File: src/rtl/seg_display_arbiter.sv
// seg_display_arbiter: shares the 8-digit seven-segment display among NREQ requesters,
// switching owners round-robin only at scan-frame boundaries with a minimum hold.
module seg_display_arbiter #(
  parameter int          NREQ        = 4,
  parameter int          SCAN_DIV    = 50000,
  parameter int          HOLD_FRAMES = 64,
  parameter logic [31:0] IDLE_DATA   = 32'h0000_0000
) (
  input  logic               clk,
  input  logic               rst_n,
  input  logic [NREQ-1:0]    req,
  input  logic [32*NREQ-1:0] data_in,
  output logic [NREQ-1:0]    gnt,
  output logic               busy,
  output logic [31:0]        disp_data,
  output logic               scan_en,
  output logic [2:0]         digit_idx
);
  localparam int PW = $clog2(NREQ);
  localparam int CW = $clog2(SCAN_DIV);
  localparam int HW = HOLD_FRAMES > 1 ? $clog2(HOLD_FRAMES) : 1;
  typedef enum logic {IDLE, OWN} state_t;
  state_t              state;
  logic [CW-1:0]       pre;
  logic [PW-1:0]       ptr, own, off, win, nxt;
  logic [HW-1:0]       hold;
  logic [NREQ-1:0]     cand;
  logic [2*NREQ-1:0]   rot;
  logic [PW:0]         sum;
  logic [31:0]         sel;
  logic                frame_end;
  assign frame_end = scan_en && digit_idx == 3'd7;
  assign busy = state == OWN;
  // The current owner is masked so a hand-over only considers the others.
  assign cand = (state == OWN) ? req & ~gnt : req;
  assign rot = {cand, cand} >> ptr;
  always_comb begin
    off = '0;
    for (int i = NREQ-1; i >= 0; i--) if (rot[i]) off = PW'(i);
  end
  assign sum = {1'b0, ptr} + {1'b0, off};
  assign win = PW'(sum >= (PW+1)'(NREQ) ? sum - (PW+1)'(NREQ) : sum);
  assign nxt = (win == PW'(NREQ-1)) ? '0 : win + 1'b1;
  always_comb begin
    sel = data_in[31:0];
    for (int i = 0; i < NREQ; i++) if (own == PW'(i)) sel = data_in[32*i +: 32];
  end
  always_ff @(posedge clk or negedge rst_n) begin
    if (!rst_n) begin
      pre       <= '0;
      scan_en   <= 1'b0;
      digit_idx <= '0;
      state     <= IDLE;
      ptr       <= '0;
      own       <= '0;
      hold      <= '0;
      gnt       <= '0;
      disp_data <= IDLE_DATA;
    end else begin
      pre       <= (pre == CW'(SCAN_DIV-1)) ? '0 : pre + 1'b1;
      scan_en   <= pre == CW'(SCAN_DIV-1);
      digit_idx <= scan_en ? digit_idx + 3'd1 : digit_idx;
      disp_data <= (state == OWN) ? sel : IDLE_DATA;
      if (frame_end) begin
        if (state == OWN && hold != '0) begin
          hold <= hold - 1'b1;
        end else if (|cand) begin
          state <= OWN;
          own   <= win;
          gnt   <= NREQ'(1) << win;
          hold  <= HW'(HOLD_FRAMES-1);
          ptr   <= nxt;
        end else if (state == OWN && !req[own]) begin
          state <= IDLE;
          gnt   <= '0;
        end
      end
    end
  end
endmodule

File: config.mk
export PLATFORM = sky130hd
export DESIGN_NAME = seg_display_arbiter
export DESIGN_NICKNAME = d
export VERILOG_FILES = /design/src/rtl/seg_display_arbiter.sv
export SDC_FILE = /design/constraint.sdc
export NUM_CORES = 1
export LEC_CHECK = 0
export ABC_AREA = 1
export CORE_ASPECT_RATIO = 1.75
export CORE_MARGIN = 2
export CORE_UTILIZATION = 46
export CTS_CLUSTER_DIAMETER = 100
export DETAILED_ROUTE_END_ITERATION = 8
export GPL_ROUTABILITY_DRIVEN = 0
export PLACE_DENSITY_LB_ADDON = 0.2
export SLEW_MARGIN = 30
export SYNTH_ARGS = -nofsm -noshare
export SYNTH_HDL_FRONTEND = slang
export SYNTH_SLANG_ARGS = --single-unit
File: constraint.sdc
create_clock -name clk -period 7.1 [get_ports clk]
set_clock_uncertainty 0.2 [all_clocks]
set_input_delay 1.42 -clock clk [delete_from_list [all_inputs] [get_ports clk]]
set_output_delay 1.42 -clock clk [all_outputs]
set_load 0.01 [all_outputs]
### Word level (Yosys, flattened, before mapping)

Cells that the tools add are included.
W data, S select, Z words.

* reduce and logical (&&, ||, !) cells: 11
* magnitude comparators: 2
* shift operators: 2
* bitwise operators: 3
* equal/unequal tests: 6
* $add $sub $neg: 6
* mux-type cells: 20

Operator list (number)
* $mux W32: 4
* $add A16 B1 Y16 const B: 1
* $eq A16 B16 Y1 const B: 1
* $mux W16: 1
* $mux W2: 6
* $mux W4: 3
* $mux W6: 2
* $shr A8 B2 Y4: 1
* $eq A2 B2 Y1 const B: 3
* $reduce_and A3 Y1: 2
* $reduce_bool A6 Y1: 1
* $sub A6 B1 Y6 const B: 1
* $and A4 B4 Y4: 1
* $not A4 Y4: 1
* $reduce_bool A2 Y1: 2
* $reduce_or A4 Y1: 1
* $shl A1 B2 Y4 const A: 1
* $add A2 B2 Y3: 1
* $add A3 B1 Y3 const B: 1
* $eq A3 B3 Y1 const B: 1
* $ge A3 B3 Y1 const B: 1
* $logic_and A1 B1 Y1: 3
* $lt A2 B3 Y1 const B: 1
* $mux W1: 3
* other kinds (7): 7

* bits in registers: 67
* word-level logic and storage cells: 59
* bits of input ports: 134

### Depth between registers and ports, before layout

Gate-level depths: netlist of run 1.

* depth after elaboration: 13
* depth in mapped cells: 17
* mapped depth without buffers: 16

### Least setup slack after synthesis of run 1

No wires, ideal clock.

* kind: in2reg
* from: input port req[1]
* to: register ptr[1]
* cell stages on the path: 14
* data required time: 6771 ps
* buffers on the path: 0
* data arrival time: 2844 ps
* setup slack: 3927 ps
* cell sequence: nand3_1 nand2_1 o21ai_2 inv_1 a21oi_1 nor2_1 ha_1 xor2_1 inv_1 nand3_2 nand2_2 ha_1 nand2_1 o21ai_0

* cells in the longest elaborated chain, start to end: 12
* elaborated cells between the ends (all ways): 16

Ends and longest elaborated chain
* from (decl): RTL line 11 `input logic [NREQ-1:0] req,`
* $and A4 B4 Y4: RTL line 35 `assign cand = (state == OWN) ? req & ~gnt : req;`
* $mux W4 (*): RTL line 35
* $shr A8 B2 Y4 (*): RTL line 36 `assign rot = {cand, cand} >> ptr;`
* $mux W2 (3 in a row): RTL line 39 `for (int i = NREQ-1; i >= 0; i--) if (rot[i]) off = PW'(i);`
* $mux W2 (*): RTL line 39
* $add A2 B2 Y3 (*): RTL line 41 `assign sum = {1'b0, ptr} + {1'b0, off};`
* $ge A3 B3 Y1 or $sub A2 B1 Y2 (tied branches): RTL line 42 `assign win = PW'(sum >= (PW+1)'(NREQ) ? sum - (PW+1)'(NREQ) : sum);`
* $mux W2 (*): RTL line 42
* $add A2 B1 Y2 or $eq A2 B2 Y1 (tied branches): RTL line 43 `assign nxt = (win == PW'(NREQ-1)) ? '0 : win + 1'b1;`
* $mux W2 (*): RTL line 43
* net nxt[1]: RTL line 25 `logic [PW-1:0] ptr, own, off, win, nxt;`
* to (signal assigned): RTL line 72 `ptr <= nxt;`
* to (decl): RTL line 25

Mark *: on every way through the listed nets, which the timed path passes. The rest lies on a longest branch.
A chain may end at the register's enable or synchronous reset.

### Worst setup path after layout of run 1

* from: input port req[2]
* to: register ptr[1]

The elaborated chain is that of the path after synthesis.

==> results of run 1 <==
-- worst register-to-register path: cells and delay by family, from the launching register on --
kind / cells / cell delay, ps
compound gates: 3 / 350
xor+xnor: 1 / 200
fa+ha+maj: 2 / 480
buf+inv: 2 / 140
flops: 1 / 610
simple gates: 7 / 680
-- layout by cell type, fill, tap and decap left out, types with 7 or more instances in the layout --
master / instances
nand2_1: 86
nor2_1: 26
a21oi_1: 102
xor2_1: 11
nand3_1: 53
clkdlybuf4s50_1: 173
ha_1: 7
o21ai_0: 40
inv_1: 27
dfrtp_1: 67
nand4_1: 8
clkbuf_16: 9
nand2_2: 10
-- final cells by class --
cell class                 instances  area share (%)
inverter                          31           1.971
clock buffer                      12           4.420
tap                              115           2.386
multi-input combinational        376           33.33
timing repair buffer             178           29.30
sequential                        67           27.81
clock inverter                     4          0.7885
-- through the flow --
stage	hold WS (ps)	std cells
after floorplan	241.6	501
final	273.7	783
after CTS	274.1	783
after global placement	262.1	767
after detailed placement	264.3	767
after global routing	295.4	783
-- metal layers --
| layer | share of wire, % | vias to the layer above | GRT usage [%] |
|---|---|---|---|
| met3 | 7.2 | 46 | 7.760 |
| met2 | 51 | 184 | 46.48 |
| met4 | 5.4 | 0 | 16.15 |
| met1 | 36 | 1936 | 28.95 |
| li1 | - | 2022 | - |
| met5 | 0 | - | 0 |
-- cells in the mapped netlist (2+ instances only) --
cell and n:
nand3_2 4, nor2_4 4, dfrtp_1 67, o21ai_1 4, ha_1 7, mux2_2 2
nand2_2 9, inv_1 27, nor2_8 2, nor2_1 27, inv_2 3, nand2_4 3
nand4_1 8, nor4_1 3, o21ai_0 40, xor2_1 11, buf_2 10, buf_4 4
nand3_1 53, clkbuf_1 11, nand2_1 88, nor2_2 2, a21oi_1 102
-- final timing paths --
check | slack (ps) | start | endpoint
worst max register to register | 4320 | busy | ptr[1]
worst min-delay path | 270 | pre[13] | pre[13]
max in group asynchronous | 5070 | rst_n | pre[14]
min in group asynchronous | 1050 | rst_n | hold[4]
worst min register to register | 270 | pre[13] | pre[13]
worst max-delay path | 3490 | req[2] | ptr[1]
-- power groups by stage --
stage          clock network [mW]  registers, mW  logic (mW)
2_1_floorplan                   0          0.389      0.0235
6_report                    0.457          0.382       0.109
3_3_place_gp                    0          0.389       0.107
4_1_cts                     0.462          0.382       0.109
3_5_place_dp                    0          0.389       0.109
5_1_grt                     0.481          0.382       0.119
-- flip-flops by register name (all words and copies together), names as in the netlist --
signal and flops:
own 2, disp_data 32, digit_idx 3, scan_en 1, pre 16, hold 6
busy 1, ptr 2, gnt 4
-- logic make-up (layout without fill, tap and decap cells) --
logic type | Yosys count | after routing | share of synthesized area (%)
buf+inv | 58 | 225 | 6.505
xor+xnor | 11 | 11 | 2.455
simple gates | 207 | 207 | 26.05
compound gates | 149 | 149 | 19.45
mux | 2 | 2 | 0.5739
fa+ha+maj | 7 | 7 | 2.232
flops | 67 | 67 | 42.73
==> summary.txt, run 1 <==
Critical path
  • WP depth: 15
  • Crit-path cells: clkdlybuf4s50_1 > nand3_1 > nand2_1 > nand2_1 > nand2_2 > a21oi_1 > nor2_1 > ha_1 > xor2_1 > inv_1 > nand3_2 > nand2_2 > ha_1 > nand2_1 > o21ai_0
  • Kind of critical path: in -> reg
  • Worst path required time: 7100 ps
  • Max stage delay cell, worst path: clkdlybuf4s50_1
  • CP max stage delay: 540 ps
  • R2R depth: 15
  • Data arrival time of the critical path: 3610 ps
  • Endpoint class of the critical path: flip-flop
  • CP bufs+invs: 2
  • Most used cell along the critical path: nand2_1
  • CP delay by family, top: simple AND/OR/NAND/NOR gates
  • Max FO, Critical Path: 4
  • Worst setup SP type: input port

Logic synthesis
  • Mapped Nets: 642
  • Synth top area cells: dfrtp_1, a21oi_1, nand2_1
  • Syn Inst Count: 501
  • Yosys warning count: 0
  • Area leader, netlist: dfrtp_1
  • Mean area per synthesized cell: 7.832 um^2
  • Main synth FF type: dfrtp_1
  • Post-Syn Area: 0.003924 mm^2
  • Netlist cell types: 33
  • Area share of the leading cell type in the synthesized netlist: 42.73%
  • Post-synth ARST share: 100.0%
  • Sequential element share of the synthesized area: 42.73%
  • Register bit total from synthesis: 67
  • Number of synthesized flops with an enable pin: 0

CTS
  • Worst-path clk slew: 50 ps
  • Num CTS Buffers: 9
  • Sink Count: 67
  • Clock Latency Late Sink: 330 ps
  • Hold_buf cts: 0
  • CTS tree: built
  • Maximum clock path buffer count: 2
  • # resized after CTS: 0
  • CTS Root Cell: clkbuf_16
  • Postcts setup bufs: 0
  • Clock H-tree levels: 3

Global route
  • GRT overflow: 0
  • Pin count of the biggest net entering global routing: 68
  • Number of global-route vias before repair: 4298
  • Antenna violations before repair: 0
  • Gr usage total: 27.33%
  • Global-route wire length before repair: 19.67 mm

Timing
  • Fin. Hold Viols: 0
  • Slew Viols, Final: 0
  • Worst slew margin: 43.92%
  • Period utilization: 50.81%
  • # setup viols final: 0
  • Total Negative Setup Slacks: 0 ps
  • Setup WS post-layout: 3493 ps
  • Fmax: 277.2 MHz
  • Unrepaired setup endpoints after global routing: no
  • Fin crit period: 3607 ps
  • Worst Tran Pin Value: 841.2 ps

Cells and area
  • Filler Cell Count: 671
  • Final Instance Area: 0.006030 mm^2
  • Area grow syn2layout: 53.67%
  • Storage element area: 0.001677 mm^2
  • Ant. Diodes: 0
  • Final net count: 804
  • Layout cells sized above 1: 8.533%
  • Fin util: 72.53%
  • Area of the multi-input gates: 0.002009 mm^2

Die
  • Die height: 126.2 um
  • Starting Density: 47.20%
  • Die ar.: 0.009314 mm^2
  • IO Count: 175
  • Die X: 73.82 um
  • CORE AREA: 0.008313 mm^2
  • Core Rows: 44

Power and ir drop
  • Leakage: 2.669 nW
  • Cell Int Power: 755.8 uW
  • Total Power: 947.9 uW
  • Sw Pwr: 192.0 uW
  • Comb pwr share: 11.5%
  • VDD IR max: 0.1282 mV
  • Sequential Power Share: 40.3%
  • Clock power frac: 48.2%
  • Pwr Density: 157.2 mW/mm^2
  • Sw Share: 20.26%

Route
  • Drt wl/cell: 15.69 um
  • Routed Antenna Nets: 0
  • Detailed Route Iter0 Violations: 219
  • Vias/cell: 5.349
  • DR pass1 iterations: 5
  • Routed WL: 12.29 mm
  • DRC violations left: 0
  • Via Count: 4188

Run
  • # Max-Cap Violations: 0

Min path
  • Hold Path Class: reg -> reg
  • Hold path depth: 1

Placed design
  • Hpwl dp: 9.281 mm
  • Pre-CTS WS: 3200 ps
  • Cell Area, Placed: 0.005710 mm^2
  • I/O Buffers: 174

Outcome
  • Status: completed
(Power assumes the default switching activity.)
==> run 2, diff against run 1 <==
- CORE_UTILIZATION: 46 -> 42
- clock period: 7.1 -> 3.4 ns (I/O delays scaled with it)
==> summary.txt, run 2 (same netlist as run 1, synthesis figures left out) <==
Global route
  • Number of global-route vias before repair: 4252 (was 4298)
  • Global-route wire length before repair: 20.25 mm (was 19.67 mm)
  • Gr usage total: 25.29% (was 27.33%)
  • Antenna violations before repair: 0 (unchanged)
  • GRT overflow: 0 (unchanged)
  • Pin count of the biggest net entering global routing: 65 (was 68)

CTS
  • Clock H-tree levels: 3 (unchanged)
  • Num CTS Buffers: 9 (unchanged)
  • Sink Count: 67 (unchanged)
  • Maximum clock path buffer count: 2 (unchanged)
  • Hold_buf cts: 0 (unchanged)
  • CTS tree: built (unchanged)
  • # resized after CTS: 0 (unchanged)
  • Worst-path clk slew: 50 ps (about the same)
  • CTS Root Cell: clkbuf_16 (unchanged)
  • Postcts setup bufs: 0 (unchanged)
  • Clock Latency Late Sink: 330 ps (about the same)

Outcome
  • Status: completed (unchanged)

Cells and area
  • Filler Cell Count: 793 (was 671)
  • Most common cell after layout, fill and taps aside: clkdlybuf4s50_1 (unchanged)
  • Fin util: 66.39% (was 72.53%)
  • Final Instance Area: 0.006037 mm^2 (was 0.006030 mm^2)
  • Finished Layout Cells: 790 (was 783)
  • Final net count: 807 (was 804)
  • Area grow syn2layout: 53.86% (was 53.67%)
  • Most frequent cells in the layout: clkdlybuf4s50_1, a21oi_1, nand2_1, dfrtp_1, nand3_1 (unchanged)
  • Max reg flops: 32 (unchanged)
  • Ant. Diodes: 0 (unchanged)
  • Layout cells sized above 1: 8.358% (was 8.533%)
  • Largest reg by FF count: disp_data (unchanged)
  • Regs by FF count: disp_data: 32 flops, pre: 16 flops, hold: 6 flops (unchanged)

Critical path
  • Worst setup SP type: input port (unchanged)
  • R2R depth: 15 (unchanged)
  • Worst path required time: 3400 ps (was 7100 ps)
  • Endpoint class of the critical path: flip-flop (unchanged)
  • Max FO, Critical Path: 4 (unchanged)
  • Data arrival time of the critical path: 2830 ps (was 3610 ps)
  • Kind of critical path: in -> reg (unchanged)

Power and ir drop
  • Leakage: 2.674 nW (was 2.669 nW)
  • Clock power frac: 47.2% (was 48.2%)
  • Pwr Density: 322.0 mW/mm^2 (was 157.2 mW/mm^2)
  • Comb pwr share: 11.8% (was 11.5%)
  • VDD IR max: 0.2575 mV (was 0.1282 mV)
  • Sw Share: 19.88% (was 20.26%)
  • Cell Int Power: 1.557 mW (was 755.8 uW)
  • Sw Pwr: 386.5 uW (was 192.0 uW)
  • Sequential Power Share: 41.1% (was 40.3%)

Placed design
  • Placed cell count: 775 (was 767)
  • I/O Buffers: 174 (unchanged)
  • Cell Area, Placed: 0.005737 mm^2 (was 0.005710 mm^2)
  • Hpwl dp: 9.715 mm (was 9.281 mm)
  • Pre-CTS WS: 300.3 ps (was 3200 ps)

Timing
  • Fin. Hold Viols: 0 (unchanged)
  • Setup WS post-layout: 573.3 ps (was 3493 ps)
  • Fmax: 353.8 MHz
  • # setup viols final: 0 (unchanged)
  • Slew Viols, Final: 0 (unchanged)
  • Total Negative Setup Slacks: 0 ps (unchanged)
  • Fin crit period: 2827 ps
  • Worst slew margin: 47.35% (was 43.92%)
  • Unrepaired setup endpoints after global routing: no (unchanged)
  • Period utilization: 83.14%
  • Worst Tran Pin Value: 789.8 ps (was 841.2 ps)

Route
  • Detailed Route Iter0 Violations: 229 (was 219)
  • Via Count: 4205 (was 4188)
  • DRC violations left: 0 (unchanged)
  • DR pass1 iterations: 6 (was 5)
  • Routed WL: 12.56 mm (was 12.29 mm)
  • Routed Antenna Nets: 0 (unchanged)
  • Vias/cell: 5.323 (was 5.349)
  • Drt wl/cell: 15.89 um (was 15.69 um)

Die
  • CORE AREA: 0.009094 mm^2 (was 0.008313 mm^2)
  • Starting Density: 43.15% (was 47.20%)
  • IO Count: 175 (unchanged)
  • Die X: 77.07 um (was 73.82 um)
  • Core Rows: 46 (was 44)
  • Die ar.: 0.01016 mm^2 (was 0.009314 mm^2)
  • Die height: 131.9 um (was 126.2 um)

Run
  • # Max-Cap Violations: 0 (unchanged)

Min path
  • Hold Path Class: in -> async (was reg -> reg)
-- run 2: per-stage QoR --
stage	total power, mW	hold slack [ps]
detailed placement	1.041	271.9
CTS	1.968	248.6
global placement	1.037	261.2
finish	1.944	236.1
floorplan	0.8612	184.4
global route	2.030	289.2
-- run 2: final timing paths --
kind	slack, ps	end	startpoint
max	570	ptr[1]	req[3]
min	240	digit_idx[2]	rst_n
max reg2reg	770	ptr[1]	busy
min reg2reg	280	pre[13]	pre[13]
max in group asynchronous	2010	pre[4]	rst_n
min in group clk	280	pre[13]	pre[13]
-- run 2: area by class of cell --
type	count	area, um^2	share of cell area, %
Multi-Input combinational cell	376	2007	33.24
Timing Repair Buffer	181	1789	29.64
Sequential cell	67	1677	27.77
Clock buffer	13	260.3	4.311
Tap cell	120	150.1	2.487
Inverter	31	118.9	1.969
Clock inverter	2	35.03	0.5803
-- run 2: layer usage --
layer | vias up | global-route usage (%) | routed length (um)
met2 | 174 | 48.00 | 6912
li1 | 2029 | - | -
met5 | - | 0 | 0
met4 | 0 | 9.722 | 212
met3 | 11 | 7.260 | 980
met1 | 1991 | 25.50 | 4450
-- run 2: worst max-delay path, cell delays in order --
cell             delay [ps]
clkdlybuf4s50_1         560
nand3_1                 140
nand3_1                 110
nand2_1                  70
a21oi_1                 150
nor2_1                   60
ha_1                    190
xor2_1                  200
inv_1                    80
nand3_2                 100
nand2_2                  70
ha_1                    290
nand2_1                  60
o21ai_0                  70
-- run 2: power groups by stage --
stage	Combinational, mW	Clock (mW)	Sequential, mW
detailed placement	0.229	0	0.812
global placement	0.225	0	0.812
global route	0.249	0.983	0.797
CTS	0.230	0.940	0.798
floorplan	0.0490	0	0.812
finish	0.229	0.917	0.798
